--- config.mk ---
export PLATFORM = sky130hd
export DESIGN_NAME = dme_peak_capture
export DESIGN_NICKNAME = d
export VERILOG_FILES = /design/src/rtl/dme_peak_capture.sv
export SDC_FILE = /design/constraint.sdc
export NUM_CORES = 1
export LEC_CHECK = 0
export CAP_MARGIN = 20
export CORE_ASPECT_RATIO = 1.4
export CORE_MARGIN = 2
export CORE_UTILIZATION = 62
export CTS_BUF_LIST = sky130_fd_sc_hd__clkbuf_4
export DETAILED_ROUTE_END_ITERATION = 7
export PLACE_DENSITY = 0.92
export SLEW_MARGIN = 0
export SYNTH_ARGS = -nofsm -noshare
export SYNTH_HDL_FRONTEND = slang
export SYNTH_SLANG_ARGS = --single-unit
--- constraint.sdc ---
create_clock -name clk -period 4.5 [get_ports clk]
set_clock_uncertainty 0.2 [all_clocks]
set_input_delay 0.9 -clock clk [delete_from_list [all_inputs] [get_ports clk]]
set_output_delay 0.9 -clock clk [all_outputs]
set_load 0.01 [all_outputs]
--- src/rtl/dme_peak_capture.sv ---
`default_nettype none
// ============================================================================
//  Module   : dme_peak_capture
//  Purpose  : Multi-peak time-of-arrival capture for the DME receive path.
//             Optional X/Y pulse-pair spacing check enabled by PAIR_CHECK_EN.
//  Revision : 1.0  initial release
// ============================================================================
module dme_peak_capture #(
   parameter int WIDTH     = 12,
   parameter int NPEAK     = 4,
   parameter int TW        = 32,
   parameter int THRESH_UP = 1100,
   parameter int THRESH_DN = 1000,
   parameter int GAP_MAX   = 4096,
   parameter int X_SPACING = 1200,
   parameter int Y_SPACING = 3600,
   parameter int TOL       = 50
) (
   input  logic                  clk,
   input  logic                  reset,
   input  logic                  start,
   input  logic [WIDTH-1:0]      in_data,
   output logic [NPEAK*TW-1:0]   peak_times,
   output logic [TW-1:0]         pair_spacing,
   output logic                  mode_y,
   output logic                  valid,
   output logic                  drop,
   output logic                  busy
);

   localparam int IW = (NPEAK > 1) ? $clog2(NPEAK) : 1;
   localparam int GW = $clog2(GAP_MAX + 1);

   localparam logic [WIDTH-1:0] c_thresh_up = WIDTH'(THRESH_UP);
   localparam logic [WIDTH-1:0] c_thresh_dn = WIDTH'(THRESH_DN);
   localparam logic [IW-1:0]    c_last_idx  = IW'(NPEAK - 1);
   localparam logic [GW-1:0]    c_gap_max   = GW'(GAP_MAX);
   localparam logic [TW-1:0]    c_timer_max = {TW{1'b1}};

   if (NPEAK < 2 || THRESH_DN >= THRESH_UP || GAP_MAX < 1 ||
       TOL < 0 || X_SPACING < 0 || Y_SPACING < 0) begin : g_bad_params
      $error("dme_peak_capture: illegal parameter combination");
   end

   typedef enum logic [1:0] {
      S_IDLE = 2'd0,
      S_PEAK = 2'd1,
      S_WAIT = 2'd2,
      S_DONE = 2'd3
   } state_t;

   state_t               state_q, state_d;
   logic [TW-1:0]        timer_q, timer_d;
   logic [IW-1:0]        idx_q, idx_d;
   logic [WIDTH-1:0]     peak_val_q, peak_val_d;
   logic [GW-1:0]        gap_q, gap_d;
   logic [TW-1:0]        ts_q [NPEAK];
   logic [TW-1:0]        ts_d [NPEAK];
   logic [NPEAK*TW-1:0]  peak_times_q, peak_times_d;
   logic [TW-1:0]        pair_spacing_q, pair_spacing_d;
   logic                 valid_q, valid_d;
   logic                 drop_q, drop_d;
   logic [NPEAK*TW-1:0]  ts_flat;
   logic [TW-1:0]        spacing;

   for (genvar gi = 0; gi < NPEAK; gi++) begin : g_flat
      assign ts_flat[gi*TW +: TW] = ts_q[gi];
   end

   // Timestamps only ever grow, so this difference cannot underflow.
   assign spacing = ts_q[1] - ts_q[0];

`ifdef PAIR_CHECK_EN
   localparam logic [TW-1:0] c_x_spacing = TW'(X_SPACING);
   localparam logic [TW-1:0] c_y_spacing = TW'(Y_SPACING);
   localparam logic [TW-1:0] c_tol       = TW'(TOL);

   logic          mode_y_q, mode_y_d;
   logic [TW-1:0] dev_x, dev_y;

   assign dev_x = (spacing >= c_x_spacing) ? spacing - c_x_spacing : c_x_spacing - spacing;
   assign dev_y = (spacing >= c_y_spacing) ? spacing - c_y_spacing : c_y_spacing - spacing;
`endif

   always_comb begin
      state_d        = state_q;
      idx_d          = idx_q;
      peak_val_d     = peak_val_q;
      gap_d          = gap_q;
      ts_d           = ts_q;
      peak_times_d   = peak_times_q;
      pair_spacing_d = pair_spacing_q;
      valid_d        = 1'b0;
      drop_d         = 1'b0;
`ifdef PAIR_CHECK_EN
      mode_y_d       = mode_y_q;
`endif

      if (!start) begin
         timer_d = '0;
      end else if (timer_q != c_timer_max) begin
         timer_d = timer_q + TW'(1);
      end else begin
         timer_d = timer_q;
      end

      case (state_q)
         S_IDLE: begin
            if (start && (in_data > c_thresh_up)) begin
               idx_d      = '0;
               peak_val_d = in_data;
               ts_d[0]    = timer_q;
               state_d    = S_PEAK;
            end
         end

         S_PEAK: begin
            if (!start) begin
               state_d = S_IDLE;
            end else if (in_data > peak_val_q) begin
               peak_val_d  = in_data;
               ts_d[idx_q] = timer_q;
            end else if (in_data < c_thresh_dn) begin
               if (idx_q == c_last_idx) begin
                  state_d = S_DONE;
               end else begin
                  gap_d   = '0;
                  state_d = S_WAIT;
               end
            end
         end

         S_WAIT: begin
            if (!start) begin
               state_d = S_IDLE;
            end else if (in_data > c_thresh_up) begin
               idx_d       = idx_q + IW'(1);
               peak_val_d  = in_data;
               ts_d[idx_d] = timer_q;
               state_d     = S_PEAK;
            end else if (gap_q == c_gap_max) begin
               drop_d  = 1'b1;
               state_d = S_IDLE;
            end else begin
               gap_d = gap_q + GW'(1);
            end
         end

         S_DONE: begin
            state_d = S_IDLE;
            if (start) begin
`ifdef PAIR_CHECK_EN
               if (dev_x <= c_tol || dev_y <= c_tol) begin
                  valid_d        = 1'b1;
                  mode_y_d       = (dev_x > c_tol);
                  peak_times_d   = ts_flat;
                  pair_spacing_d = spacing;
               end else begin
                  drop_d = 1'b1;
               end
`else
               valid_d        = 1'b1;
               peak_times_d   = ts_flat;
               pair_spacing_d = spacing;
`endif
            end
         end

         default: state_d = S_IDLE;
      endcase
   end

   always_ff @(posedge clk) begin
      if (reset) begin
         state_q        <= S_IDLE;
         timer_q        <= '0;
         idx_q          <= '0;
         peak_val_q     <= '0;
         gap_q          <= '0;
         ts_q           <= '{default: '0};
         peak_times_q   <= '0;
         pair_spacing_q <= '0;
         valid_q        <= 1'b0;
         drop_q         <= 1'b0;
`ifdef PAIR_CHECK_EN
         mode_y_q       <= 1'b0;
`endif
      end else begin
         state_q        <= state_d;
         timer_q        <= timer_d;
         idx_q          <= idx_d;
         peak_val_q     <= peak_val_d;
         gap_q          <= gap_d;
         ts_q           <= ts_d;
         peak_times_q   <= peak_times_d;
         pair_spacing_q <= pair_spacing_d;
         valid_q        <= valid_d;
         drop_q         <= drop_d;
`ifdef PAIR_CHECK_EN
         mode_y_q       <= mode_y_d;
`endif
      end
   end

`ifdef PAIR_CHECK_EN
   assign mode_y = mode_y_q;
`else
   assign mode_y = 1'b0;
`endif

   assign peak_times   = peak_times_q;
   assign pair_spacing = pair_spacing_q;
   assign valid        = valid_q;
   assign drop         = drop_q;
   assign busy         = (state_q != S_IDLE);

endmodule
`default_nettype wire

==> metrics.cfg <==
[die]
dieArea_sq_mm = 0.0257
die_y_microns = 189
num_rows = 67
fp.dieW_microns = 136
coreArea_sq_mm = 0.0240
start_util_pct = 63.0
ioPinCount = 179

[clocking]
cts_tree = yes
insertion_delay_ns = 0.76
ctsHtreeMaxLevel = 3
clk_path_buf_depth = 3
cts-buffers-inserted = 82
post_cts_resize_count = 0
hold_buffers = 0
cts.sinks = 351
clock-root-buffer = clkbuf_4
cts.reportedPaths.clkPinSlew_ns = 0.07
post-cts-setup-buffer-count = 0

[timing]
tightest_slew_ns = 0.887
slew_headroom_pct = 40.7
fin_ws_ns = 1.03
setup_tns_ns = 0
hold_ws_ns = 0.228
hold_viol = 0
rsz0062_at_grt = false
min_period_ns = 3.47
max_freq_ghz = 0.288
setup_viol = 0
slew_violations = 0
fin_crit_sh_pct = 77.0

[placed_design]
dp_hpwl_mm = 26.1
io_buffers = 177
gp_congestion = 0.916
post-place-ws_ns = 0.278

[critical_path]
critPathArrivalTime_ns = 3.96
cpLargestDelayFamily = compound AO/OA/AOI/OAI gates
path_max_fanout = 12
worst-setup-path-type = input pin to flop
critPathRequiredTime_ns = 4.99
crit_slowest_cell = or4_1
worstSetupEndpointType = flop
critPathBufInv = 1
startpoint_type = input pin
max_stage_delay_ns = 0.60
cp_cell_sequence = clkdlybuf4s50_1 > ha_1 > a21o_1 > a21o_1 > a21oi_1 > o21ai_1 > o31ai_1 > nand3_1 > or4_1 > a21oi_1

[synthesis]
syn_nets = 1841
synth_area_leader_cell = dfxtp_1
yosysWarnings = 0
yosysTopAreaCellShare_pct = 46.5
yosysUniqueCellTypes = 67
synthCells = 1769
synth_ff_type = dfxtp_1
synth-edff-count = 0
synth_seq_cells = 351
synth_async_sr_flop_share_pct = 0
avgSynthCellArea_sq_um = 8.54
synth_area_leaders = dfxtp_1 (47%), nand2_1 (7.9%), mux2i_1 (7.4%)
syn_area_sq_mm = 0.0151
ys_seq_area_share_pct = 46.5

[final_layout]
area_growth_pct = 18.7
final_nets = 1995
fill_cells = 1600
multiInputGateArea_sq_mm = 0.00736
seq_area_sq_mm = 0.00703
drive_gt1_share_pct = 8.18

[drt]
drt-vias-per-instance = 5.91
drtPass1Iterations = 6
vias = 13563
drt_wl_total_mm = 39.5
routedWlPerCell_microns = 17.2
drc_errors = 0
ant_nets = 0
drtIter0Drc = 1061

[hold_path]
hold_path.class = flop to flop

[global_routing]
grt_util_all_layers_pct = 30.3
grt_max_degree = 157
grt_pass1_vias = 13303
grt_pass1_wl_mm = 63.5
antenna_found_initial = 2
grt-ovfl-total = 0

[pwr]
p_total_uw = 6000
ir_worst_vdd_mv = 0.225
powerDensity_mw_per_mm2 = 335
p_leak_uw = 0.00730

[job]
drv_cap = 0

[status]
status = complete, no violations

==> metrics by stage <==
| step | utilization (%) | cell area, sq um | instances |
|---|---|---|---|
| finish | 74.8 | 17900 | 2293 |
| detailed placement | 70.6 | 16900 | 2149 |
| floorplan | - | 15100 | 1769 |
| CTS | 74.8 | 17900 | 2291 |
| global placement | 70.6 | 16900 | 2149 |
| global route | 74.8 | 17900 | 2293 |
==> flip-flops by register name, summed over array words and instances, names as in the netlist <==
signal	cells
ts_flat	128
drop	1
timer_q	32
peak_val_q	12
state_q	2
idx_q	2
pair_spacing	32
valid	1
peak_times	128
gap_q	13
==> area by class of cell <==
type	count	area share (%)
multi-input cells	1234	41.0
flip-flops and latches	351	39.2
repair buffers	191	10.6
clock buffers	114	4.77
well taps	310	2.16
inverters	63	1.32
clock inverters	28	0.907
diodes	2	0.0279
==> power by group <==
group / switching [uW] / internal, uW / total [uW]
Sequential: 13.6 / 3120 / 3140
Combinational: 212 / 119 / 331
Clock: 1250 / 1290 / 2540
Total: 1480 / 4530 / 6000
==> metal layers <==
metal / GRT usage (%) / wire, microns / share of wire (%)
met3: 6.83 / 2870 / 7.3
met2: 51.3 / 19400 / 49
met4: 17.2 / 1740 / 4.4
met5: 0 / 0 / 0
met1: 35.1 / 15400 / 39
==> layout by cell type (no fill, tap or decap), types with 7 or more instances in the layout <==
cell / n
and3_1: 17
nand4_1: 16
a31oi_1: 7
inv_1: 63
or3_1: 13
o21a_1: 10
mux2i_1: 112
and4_1: 8
xor2_1: 20
nor3_1: 23
nand2_1: 317
nand3_1: 28
buf_4: 12
a211oi_1: 10
nor2_1: 177
o21bai_1: 8
a21oi_1: 204
ha_1: 56
clkinv_1: 18
a22o_1: 32
clkbuf_4: 114
o21ai_0: 38
xnor2_1: 23
a21o_1: 16
clkdlybuf4s50_1: 176
dfxtp_1: 351
nand3b_1: 11
or3b_1: 7
==> logic make-up after synthesis <==
group / Yosys count / share of synthesized area, %
buffers and inverters: 184 / 4.95
AO/OA/AOI/OAI: 362 / 14.4
multiplexers: 116 / 7.72
flip-flops: 351 / 46.5
other: 1 / 0.0248
AND/OR/NAND/NOR: 655 / 19.2
XOR/XNOR: 43 / 2.49
adder cells (fa/ha/maj): 57 / 4.77
==> final timing paths <==
| check | from | slack [ns] | to | depth (start not counted) |
|---|---|---|---|---|
| worst max register to register | ts_flat[32]$_SDFFE_PP0P_ | 1.19 | pair_spacing[30]$_SDFFE_PP0P_ | 12 |
| worst min register to register | ts_flat[85]$_SDFFE_PP0P_ | 0.23 | peak_times[85]$_SDFFE_PP0P_ | 2 |
| worst max-delay path | in_data[5] | 1.03 | gap_q[12]$_SDFFE_PP0P_ | 10 |
| worst min-delay path | ts_flat[85]$_SDFFE_PP0P_ | 0.23 | peak_times[85]$_SDFFE_PP0P_ | 2 |
==> cell usage after synthesis, drive strengths merged, types with 10 or more instances <==
library cell / count
a211oi: 10
a21o: 16
a21oi: 205
a22o: 32
and3: 18
buf: 39
clkbuf: 82
dfxtp: 351
ha: 56
inv: 63
mux2i: 112
nand2: 318
nand3: 31
nand3b: 11
nand4: 17
nor2: 177
nor3: 24
o21a: 10
o21ai: 43
or3: 13
xnor2: 23
xor2: 20
==> worst register-to-register path, cell delays in order (launching register included) <==
cell,delay (ns)
dfxtp_1,0.33
inv_1,0.06
ha_1,0.16
inv_1,0.06
fa_1,0.41
a211o_1,0.33
a21oi_1,0.17
a21boi_0,0.21
a21oi_1,0.35
a21oi_1,0.18
nor2_1,0.29
o21ai_0,0.12
a221o_1,0.32
Note: power is estimated with default switching activity, not from simulation.
